<file path="config.mk">
export PLATFORM = sky130hd
export DESIGN_NAME = writeback_stage
export DESIGN_NICKNAME = d
export VERILOG_FILES = /design/src/rtl/writeback_stage.sv
export SDC_FILE = /design/constraint.sdc
export NUM_CORES = 1
export LEC_CHECK = 0
export BUFFER_PORTS_ARGS = -buffer_cell sky130_fd_sc_hd__buf_2
export CORE_UTILIZATION = 35
export CTS_CLUSTER_DIAMETER = 80
export DETAILED_ROUTE_END_ITERATION = 6
export GPL_ROUTABILITY_DRIVEN = 0
export SYNTH_ARGS = -nofsm -noshare
export SYNTH_HDL_FRONTEND = slang
export SYNTH_SLANG_ARGS = --single-unit
</file>
<file path="constraint.sdc">
create_clock -name i_aclk -period 4.96 [get_ports i_aclk]
set_clock_uncertainty 0.05 [all_clocks]
set_input_delay 0.992 -clock i_aclk [delete_from_list [all_inputs] [get_ports i_aclk]]
set_output_delay 0.992 -clock i_aclk [all_outputs]
set_load 0.01 [all_outputs]
</file>
<file path="src/rtl/writeback_stage.sv">
// Final pipeline stage: registers MEM results, extracts load data and selects the register-file write data.
// Optional feature: define WRITEBACK_STAGE_INSTRET_EN to add the 64-bit retired-instruction counter o_instret.
module writeback_stage #(
   parameter int DATA_SIZE = 32,
   parameter int INST_SIZE = 32,
   parameter int NUM_REGS  = 32,
   localparam int RW = $clog2(NUM_REGS)
) (
   input  logic                 i_aclk,
   input  logic                 i_areset_n,
   input  logic                 i_stall,
   input  logic                 i_flush,
   input  logic                 i_valid,
   input  logic [RW-1:0]        i_rdest,
   input  logic                 i_cu_regwrite,
   input  logic [1:0]           i_cu_wbsel,
   input  logic [2:0]           i_ld_funct3,
   input  logic [1:0]           i_addr_lsb,
   input  logic [INST_SIZE-1:0] i_pcplus4,
   input  logic [DATA_SIZE-1:0] i_mem_data,
   input  logic [DATA_SIZE-1:0] i_exe_data,
   input  logic [DATA_SIZE-1:0] i_csr_data,
   output logic                 o_valid,
   output logic [RW-1:0]        o_rdest,
   output logic                 o_cu_regwrite,
   output logic [DATA_SIZE-1:0] o_wb_result,
`ifdef WRITEBACK_STAGE_INSTRET_EN
   output logic [63:0]          o_instret,
`endif
   output logic                 o_misalign
);

   logic                 valid;
   logic                 regwrite;
   logic [RW-1:0]        rdest;
   logic [1:0]           wbsel;
   logic [2:0]           funct3;
   logic [1:0]           addr_lsb;
   logic [INST_SIZE-1:0] pcplus4;
   logic [DATA_SIZE-1:0] mem_data;
   logic [DATA_SIZE-1:0] exe_data;
   logic [DATA_SIZE-1:0] csr_data;

   // Flush only kills the valid bit; the payload is left as-is since nothing qualifies it without valid.
   always_ff @(posedge i_aclk or negedge i_areset_n) begin
      if (!i_areset_n) begin
         valid    <= 1'b0;
         regwrite <= 1'b0;
         rdest    <= '0;
         wbsel    <= '0;
         funct3   <= '0;
         addr_lsb <= '0;
         pcplus4  <= '0;
         mem_data <= '0;
         exe_data <= '0;
         csr_data <= '0;
      end else if (i_flush) begin
         valid <= 1'b0;
      end else if (!i_stall) begin
         valid    <= i_valid;
         regwrite <= i_cu_regwrite;
         rdest    <= i_rdest;
         wbsel    <= i_cu_wbsel;
         funct3   <= i_ld_funct3;
         addr_lsb <= i_addr_lsb;
         pcplus4  <= i_pcplus4;
         mem_data <= i_mem_data;
         exe_data <= i_exe_data;
         csr_data <= i_csr_data;
      end
   end

   logic [31:0]          load_word;
   logic [31:0]          shifted_word;
   logic [7:0]           load_byte;
   logic [15:0]          load_half;
   logic [DATA_SIZE-1:0] load_data;
   logic                 load_reserved;

   always_comb begin
      load_word     = mem_data[31:0];
      shifted_word  = load_word >> {addr_lsb, 3'b000};
      load_byte     = shifted_word[7:0];
      load_half     = addr_lsb[1] ? load_word[31:16] : load_word[15:0];
      load_data     = '0;
      load_reserved = 1'b0;
      case (funct3)
         3'b000: begin
            load_data       = {DATA_SIZE{load_byte[7]}};
            load_data[7:0]  = load_byte;
         end
         3'b001: begin
            load_data       = {DATA_SIZE{load_half[15]}};
            load_data[15:0] = load_half;
         end
         3'b010: begin
            load_data       = {DATA_SIZE{load_word[31]}};
            load_data[31:0] = load_word;
         end
         3'b100: load_data[7:0]  = load_byte;
         3'b101: load_data[15:0] = load_half;
         default: load_reserved  = 1'b1;
      endcase
   end

   logic                 is_load;
   logic                 misalign;
   logic [DATA_SIZE-1:0] result;

   always_comb begin
      is_load  = (wbsel == 2'b01);
      misalign = valid & is_load &
                 ((((funct3 == 3'b001) | (funct3 == 3'b101)) & addr_lsb[0]) |
                  ((funct3 == 3'b010) & (addr_lsb != 2'b00)));
      result   = '0;
      case (wbsel)
         2'b00: result = exe_data;
         2'b01: result = load_data;
         2'b10: result[INST_SIZE-1:0] = pcplus4;
         default: result = csr_data;
      endcase
   end

   assign o_valid       = valid;
   assign o_rdest       = rdest;
   assign o_wb_result   = result;
   assign o_misalign    = misalign;
   assign o_cu_regwrite = valid & regwrite & (rdest != '0) & ~misalign & ~(is_load & load_reserved);

`ifdef WRITEBACK_STAGE_INSTRET_EN
   logic [63:0] instret;
   logic        retire;

   // An instruction retires only on the cycle it leaves the stage, so a stalled one is counted once.
   assign retire = valid & (~i_stall | i_flush) & ~misalign;

   always_ff @(posedge i_aclk or negedge i_areset_n) begin
      if (!i_areset_n) begin
         instret <= '0;
      end else if (retire) begin
         instret <= instret + 64'd1;
      end
   end

   assign o_instret = instret;
`endif

endmodule

</file>
==> impl_metrics.env, run 1 <==
export IMPL_cts_root_buffer="clkbuf_16"
export IMPL_max_slew_margin_pct=24.4
export IMPL_row_count=50
export IMPL_vdd_drop_max_v=0.000233
export IMPL_routed_wl_um=20100
export IMPL_die_w_um=142
export IMPL_power_switching_uw=1070
export IMPL_synth_nets=761
export IMPL_cp_end_kind="primary output"
export IMPL_layout_drive_gt1_share_pct=44.1
export IMPL_synth_top_area_share_pct=51.5
export IMPL_core_area_sq_um=19000
export IMPL_cp_max_fo=21
export IMPL_synthCells=615
export IMPL_clk_pin_slew_ps=60
export IMPL_cts_hold_buf=0
export IMPL_drtPass1Iterations=6
export IMPL_clkLatencyLatePin_ps=410
export IMPL_io_pins=186
export IMPL_holdCritPathClass="flip-flop to flip-flop"
export IMPL_yosysWarnings=0
export IMPL_finalSetupTns_ps=0
export IMPL_drc=0
export IMPL_dieHeight_um=142
export IMPL_syn_area_sq_um=6900
export IMPL_drt_iter0_markers=364
export IMPL_initial_core_util_pct=36.3
export IMPL_start_kind="flip-flop"
export IMPL_netlist_top_cells_area="dfrtp_1 51%, mux2_2 19%, o21ai_0 5.3%, a21oi_1 2.9%, o22ai_1 2.9%"
export IMPL_diodes=0
export IMPL_status="finished clean"
export IMPL_fin_crit_ps=3890
export IMPL_dieArea_sq_um=20300
export IMPL_clkPwrFrac_pct=34.6
export IMPL_tightest_slew_ps=1120
export IMPL_wire_per_inst_um=19.1
export IMPL_postCtsSetupRepairBufs=0
export IMPL_antenna_found_initial=0
export IMPL_overflow=0
export IMPL_cts_made_buffers=17
export IMPL_viasPerCell=5.16
export IMPL_cts_tree="done"
export IMPL_nNetsFinal=925
export IMPL_intPower_uw=2420
export IMPL_seq_power_share_pct=42.3
export IMPL_synth_edf_count=0
export IMPL_synth_distinct_cells=45
export IMPL_cts_buffer_depth=2
export IMPL_fmax_ghz=0.257
export IMPL_portBuffers=185
export IMPL_cts_resized=0
export IMPL_multi_input_area_sq_um=3030
export IMPL_maxCapViolCount=0
export IMPL_setup_viol=0
export IMPL_post_route_period_util_pct=78.5
export IMPL_synth_top_area_cell="dfrtp_1"
export IMPL_grt_pass1_wl_um=30500
export IMPL_yosysSeqAreaShare_pct=51.5
export IMPL_p_sw_share_pct=30.8
export IMPL_dp_hpwl_um=14700
export IMPL_drv_slew=0
export IMPL_vias=5419
export IMPL_path_class="flip-flop to primary output"
export IMPL_finalHoldViolations=0
export IMPL_crit_arrival_ps=2850
export IMPL_register_area_sq_um=3550
export IMPL_power_leakage_uw=0.00388
export IMPL_synth_seq_cells=142
export IMPL_area_growth_pct=24.2
export IMPL_ant_nets=0
export IMPL_fillers=1913
export IMPL_finalPower_uw=3490
export IMPL_track_usage_pct=20.4
export IMPL_combPwrFrac_pct=23.1
export IMPL_grt_pass1_vias=5283
export IMPL_synthArstFlopShare_pct=100
export IMPL_cts_sinks=142
export IMPL_rsz0062_at_grt="no"
export IMPL_avgSynthCellArea_sq_um=11.2
export IMPL_htree_levels=4
export IMPL_power_per_cell_area_nw_per_um2=407
export IMPL_grt_max_degree=85
export IMPL_required_ps=3920
export IMPL_synth_ff_type="dfrtp_1"
## path summary, 6_finish.rpt
kind,end,slack [ps],cells after the start,startpoint
hold / removal,pcplus4[27],460,1,pcplus4[27]
max in group asynchronous,o_rdest[2],3320,2,i_areset_n
setup / recovery,o_wb_result[5],1070,5,wbsel[1]
hold reg to reg,pcplus4[27],460,1,pcplus4[27]
min in group asynchronous,load_word[6],580,1,i_areset_n
setup reg to reg,wbsel[1],3490,2,wbsel[1]
## sequential cells by signal, summed over array words and instances, names as in the netlist
register / count
funct3: 3
load_word: 32
exe_data: 32
regwrite: 1
pcplus4: 32
addr_lsb: 2
o_valid: 1
o_rdest: 5
wbsel: 2
csr_data: 32
## critical path: stages, from the launching register on
cell and delay (ps):
dfrtp_1 600, nor2b_1 710, nand2b_1 400, nor2_2 410, a211o_1 190, buf_2 120
## logic make-up (layout without fill, tap and decap cells)
family	count (synthesis)	after routing	share of synthesized area, %
DFF	142	142	51.5
and+or+nand+nor	85	85	6.56
buffers and inverters	74	250	4.75
muxes	127	127	20.7
AOI/OAI and AO/OA	187	187	16.5
## power groups by stage
stage | clock network, uW | registers, uW | logic, uW
final | 1210 | 1480 | 806
after floorplan | 0 | 1420 | 560
after global placement | 0 | 1490 | 799
after CTS | 1230 | 1480 | 808
after global routing | 1280 | 1500 | 885
after detailed placement | 0 | 1500 | 805
## through the flow
step           cell area, sq um  utilization, %  hold slack [ps]  worst slack (ps)  instances
2_1_floorplan              6900               -              425              2440        615
3_3_place_gp               8020            42.2              436              1530       1020
3_5_place_dp               8020            42.2              441              1470       1020
4_1_cts                    8570            45.1              454              1030       1051
5_1_grt                    8570            45.1              466               822       1051
6_report                   8570            45.1              456              1070       1051
## synth_stat cells, drive strengths merged, types with 10 or more instances
library cell / n
nand2: 43
o22ai: 32
clkbuf: 20
nor2b: 10
buf: 28
a21oi: 41
dfrtp: 142
o21ai: 75
mux2i: 11
mux2: 115
inv: 26
## cells in the final DEF, fill, tap and decap left out, types with 4 or more instances in the layout
cell         n
clkbuf_16   17
o2111ai_1    8
a21oi_1     40
nor2_1       4
o21ai_0     73
buf_4        6
mux2i_1     11
o211a_1      8
inv_1       26
a211o_1      8
nor2b_1     10
dfrtp_1    142
nand3_1      7
mux2_2     115
buf_2      184
a22oi_1      7
o22ai_1     32
clkinv_2     6
nand2b_1     5
nand2_1     43
## metal layers
metal	GRT usage, %	vias to the layer above	wire [um]
li1	-	2565	-
met1	28.2	2650	9360
met2	32.1	179	9410
met3	3.97	25	958
met4	6.68	0	361
met5	0	-	0
## final cells by class
class,count,share of cell area [%]
Clock buffer,20,5.33
Clock inverter,11,1.08
Inverter,26,1.14
Multi-Input combinational cell,399,35.3
Sequential cell,142,41.5
Tap cell,260,3.80
Timing Repair Buffer,193,11.9
No activity file was read; power rests on OpenSTA's default activity.
==> run 2, diff against run 1 <==
Clock period 4.96 ns to 3.6 ns, I/O delays scaled along.
==> run 2 against run 1 <==
Compared with the run above:
- hold slack lost 180 ps
- die area is the same
- routed wire length grew 0.32%
- non-clock buffer count grew 9
- final cell count grew 1.1%
- count of clock-buffer cells in the layout is the same
- power grew 38%
- setup slack lost 780 ps
- core utilization grew 0.57 points
- sequential share of layout area shrank 0.51 points
- highest routed layer unchanged
==> impl_metrics.env, run 2 (synthesis gave the netlist of run 1 again) <==
export IMPL_status="finished clean"
export IMPL_vias=5459
export IMPL_crit_arrival_ps=2540
export IMPL_cpPeakStageDelay_ps=650
export IMPL_finalSetupTns_ps=0
export IMPL_power_leakage_uw=0.00392
export IMPL_tightest_slew_ps=802
export IMPL_post_route_period_util_pct=91.9
export IMPL_final_cell_mix="184 x buf_2, 142 x dfrtp_1, 115 x mux2_2"
export IMPL_cp_max_fo=16
export IMPL_core_area_sq_um=19000
export IMPL_cts_made_buffers=17
export IMPL_antenna_found_initial=5
export IMPL_nNetsFinal=934
export IMPL_drc=0
export IMPL_routed_wl_um=20100
export IMPL_max_slew_margin_pct=46.5
export IMPL_slowest_stage="o21ai_2"
export IMPL_vdd_drop_max_v=0.000326
export IMPL_drt_iter0_markers=266
export IMPL_startpoint="funct3[0]"
export IMPL_path_class="flip-flop to primary output"
export IMPL_setup_viol=0
export IMPL_finalHoldViolations=0
export IMPL_die_w_um=142
export IMPL_reg2reg_to="funct3[0]"
export IMPL_fin_crit_ps=3310
export IMPL_rrSetupSlack_ps=2340
export IMPL_cp_end_kind="primary output"
export IMPL_start_kind="flip-flop"
export IMPL_setup_worst_path_end="o_wb_result[29]"
export IMPL_final_common_cell="buf_2"
export IMPL_power_per_cell_area_nw_per_um2=553
export IMPL_area_growth_pct=25.7
export IMPL_viasPerCell=5.14
export IMPL_drtPass1Iterations=4
export IMPL_maxCapViolCount=0
export IMPL_crit_chain="o311a_1 > o21ai_2 > a21oi_1 > buf_2"
export IMPL_cts_tree="done"
export IMPL_fmax_ghz=0.302
export IMPL_grt_max_degree=73
export IMPL_rr_startpoint="funct3[0]"
export IMPL_row_count=50
export IMPL_fin_util_pct=45.6
export IMPL_dp_hpwl_um=14800
export IMPL_clkLatencyLatePin_ps=410
export IMPL_track_usage_pct=20.6
export IMPL_cts_buffer_depth=2
export IMPL_io_pins=186
export IMPL_cts_hold_buf=0
export IMPL_portBuffers=185
export IMPL_required_ps=2830
export IMPL_overflow=0
export IMPL_drv_slew=0
export IMPL_clk_pin_slew_ps=60
export IMPL_grt_pass1_wl_um=30900
export IMPL_cts_sinks=142
export IMPL_ant_nets=0
export IMPL_wire_per_inst_um=19.0
export IMPL_htree_levels=4
export IMPL_initial_core_util_pct=36.3
export IMPL_rsz0062_at_grt="no"
export IMPL_dieHeight_um=142
export IMPL_holdCritPathClass="input port to async pin"
export IMPL_dieArea_sq_um=20300
export IMPL_r2r_cells=2
export IMPL_postCtsSetupRepairBufs=0
export IMPL_cts_root_buffer="clkbuf_16"
export IMPL_layout_drive_gt1_share_pct=44.7
export IMPL_grt_pass1_vias=5499
run 2: cell count changes in the layout (fill, tap and decap cells not counted), sizes merged:
cell and change:
clkinvlp +2, diode +4, buf +9, clkinv -3
run 2: cell type report:
| class | instances | area [sq um] |
|---|---|---|
| fill | 1853 | 10300 |
| sequential | 142 | 3550 |
| multi-input combinational | 399 | 3030 |
| timing repair buffer | 202 | 1120 |
| clock buffer | 20 | 447 |
| tap | 260 | 325 |
| inverter | 26 | 97.6 |
| clock inverter | 10 | 92.6 |
| antenna | 4 | 10.0 |
run 2: timing repair:
item / CTS / global route
gates resized for setup: 0 / 1
hold endpoints to repair: 0 / 0
endpoints found under the setup margin: 0 / 7
run 2: power by group:
group	switching (uW)	total, uW	internal, uW
clock	670	1630	959
combinational	606	1150	543
sequential	197	2020	1830
total	1470	4800	3330
run 2: critical path, delay by kind of cell, from the launching register on:
family	cells	cell delay [ps]
buffers and inverters	1	200
AOI/OAI and AO/OA	3	1320
DFF	1	600
run 2: how the worst min path moves through the flow:
stage / depth (start not counted) / slack, ps / to / from
2_1_floorplan: 0 / 370 / addr_lsb[0] / i_areset_n
3_3_place_gp: 1 / 440 / pcplus4[19] / pcplus4[19]
3_5_place_dp: 1 / 440 / pcplus4[19] / pcplus4[19]
4_1_cts: 1 / 300 / csr_data[1] / i_areset_n
5_1_grt: 1 / 320 / load_word[16] / i_areset_n
6_report: 1 / 280 / load_word[16] / i_areset_n
run 2: layer usage:
| layer | part of all wire, % | vias to the layer above | global-route usage [%] |
|---|---|---|---|
| li1 | - | 2586 | - |
| met1 | 46 | 2674 | 27.9 |
| met2 | 46 | 173 | 31.8 |
| met3 | 5.6 | 26 | 5.38 |
| met4 | 2.4 | 0 | 7.24 |
| met5 | 0 | - | 0 |
run 2: metrics by stage:
stage	hold slack (ps)	total power (uW)	worst slack, ps	instances	area [sq um]
6_report	279	4800	290	1063	8680
5_1_grt	318	5070	204	1061	8670
4_1_cts	298	4840	198	1059	8670
3_5_place_dp	442	3190	645	1029	8130
3_3_place_gp	436	3180	728	1029	8130
2_1_floorplan	374	2720	1350	615	6900
==> run 3, diff against run 2 <==
Settings changed: BUFFER_PORTS_ARGS -buffer_cell sky130_fd_sc_hd__buf_2 to -buffer_cell sky130_fd_sc_hd__buf_4, RECOVER_POWER set to 25.
==> run 3 against run 2 <==
Compared with the run above:
- the flow now finishes with violations (capacitance limit, slew limit)
- cell area increased by 3.9%
- final cell count decreased by 0.94%
- combinational power increased by 7%
- register-to-register slack got worse by 70 ps
- core utilization increased by 1.8 points
- power increased by 1.7%
- setup slack improved by 19 ps
- first-iteration DRC count increased by 34%
- sequential share of layout area decreased by 1.5 points
- sequential cell count unchanged
- die area unchanged
- largest cell class unchanged
- largest power group unchanged
==> impl_metrics.env, run 3 (synthesis gave the netlist of run 1 again) <==
export IMPL_violations="capacitance limit, slew limit"
export IMPL_dp_hpwl_um=14900
export IMPL_final_cell_mix="192 x buf_4, 142 x dfrtp_1, 115 x mux2_2"
export IMPL_area_growth_pct=30.6
export IMPL_dieArea_sq_um=20300
export IMPL_use_met3_pct=4.81
export IMPL_grt_pass1_vias=5639
export IMPL_wire_per_inst_um=19.3
export IMPL_cts_made_buffers=17
export IMPL_clk_pin_slew_ps=60
export IMPL_track_usage_pct=20.9
export IMPL_finalSetupTns_ps=0
export IMPL_die_w_um=142
export IMPL_core_area_sq_um=19000
export IMPL_row_count=50
export IMPL_whs_path_depth=2
export IMPL_antenna_found_initial=0
export IMPL_power_switching_uw=1510
export IMPL_rsz0062_at_grt="no"
export IMPL_ant_nets=0
export IMPL_vdd_drop_max_v=0.000333
export IMPL_dieHeight_um=142
export IMPL_htree_levels=4
export IMPL_layout_drive_gt1_share_pct=44.3
export IMPL_final_common_cell="buf_4"
export IMPL_routed_wl_um=20400
export IMPL_final_setup_worst_slack_ps=309
export IMPL_maxCapViolCount=1
export IMPL_viasPerCell=5.18
export IMPL_io_pins=186
export IMPL_path_class="flip-flop to primary output"
export IMPL_power_per_cell_area_nw_per_um2=542
export IMPL_grt_pass1_wl_um=31500
export IMPL_gr_usage_met1_pct=28.5
export IMPL_cts_resized=0
export IMPL_cts_sinks=142
export IMPL_finalHoldViolations=0
export IMPL_fin_crit_ps=3290
export IMPL_setup_viol=0
export IMPL_drv_slew=101
export IMPL_max_slew_margin_pct=-73.1
export IMPL_combPwrFrac_pct=25.1
export IMPL_r2r_cells=2
export IMPL_cts_tree="done"
export IMPL_postCtsSetupRepairBufs=0
export IMPL_crit_arrival_ps=2520
export IMPL_drc=0
export IMPL_grt_max_degree=168
export IMPL_cts_root_buffer="clkbuf_16"
export IMPL_p_sw_share_pct=30.8
export IMPL_post_route_period_util_pct=91.4
export IMPL_seq_power_share_pct=41.7
export IMPL_fmax_ghz=0.304
export IMPL_nNetsFinal=926
export IMPL_initial_core_util_pct=36.3
export IMPL_cts_hold_buf=0
export IMPL_diodes=0
export IMPL_drtPass1Iterations=7
export IMPL_status="finished, violations left"
export IMPL_clkPwrFrac_pct=33.2
export IMPL_cp_end_kind="primary output"
export IMPL_cp_max_fo=16
export IMPL_vias=5451
export IMPL_portBuffers=185
export IMPL_cts_buffer_depth=2
export IMPL_drt_iter0_markers=357
export IMPL_required_ps=2830
export IMPL_tightest_slew_ps=2600
export IMPL_overflow=0
export IMPL_start_kind="flip-flop"
export IMPL_clkLatencyLatePin_ps=420
export IMPL_power_leakage_uw=0.00400
export IMPL_intPower_uw=3380
export IMPL_use_met2_pct=33.1
export IMPL_grt_busiest_layer="met2"
export IMPL_pre_cts_ws_ps=780
export IMPL_holdCritPathClass="input port to flip-flop"
## run 3: changes by cell type in the layout (fill, tap and decap cells not counted), sizes merged
cell,before,now
clkinv,4,5
clkinvlp,4,5
clkbuf,20,21
buf,202,193
diode,4,0
inv,27,28
bufinv,1,0
## run 3: cell type report
class	count	area (sq um)
fillers	1807	10000
multi-input cells	399	3030
repair buffers	194	1470
clock buffers	20	457
inverters	26	97.6
clock inverters	12	87.6
well taps	260	325
flip-flops and latches	142	3550
## run 3: path summary, 6_finish.rpt
check | start | end | slack, ps
max | funct3[0] | o_wb_result[21] | 310
min | i_flush | o_valid | 430
max reg2reg | wbsel[0] | wbsel[0] | 2270
min reg2reg | exe_data[4] | exe_data[4] | 460
max in group asynchronous | i_areset_n | o_rdest[1] | 930
min in group asynchronous | i_areset_n | exe_data[0] | 1010
## run 3: through the flow
step                hold WS (ps)  instance area (sq um)  instances  total power [uW]  utilization, %
floorplan                    374                   6900        615              2720               -
global placement             438                   8480       1021              3260            44.6
detailed placement           445                   8480       1021              3290            44.6
CTS                          407                   9020       1053              4910            47.4
global route                 421                   9020       1053              5140            47.4
finish                       435                   9020       1053              4880            47.4
## run 3: power by group through the flow
stage | logic, uW | clock network [uW] | registers [uW]
after floorplan | 771 | 0 | 1950
after global placement | 1210 | 0 | 2050
after detailed placement | 1230 | 0 | 2060
after CTS | 1230 | 1650 | 2030
after global routing | 1340 | 1740 | 2070
final | 1230 | 1620 | 2040
## run 3: layer usage
layer	routed length (um)	vias up
met5	0	-
met4	313	0
li1	-	2564
met1	9040	2659
met2	9780	207
met3	1230	21
## run 3: critical path: stages (launching register included)
cell	delay, ps
dfrtp_1	590
o311a_1	450
o21ai_2	620
a21oi_1	230
buf_4	210
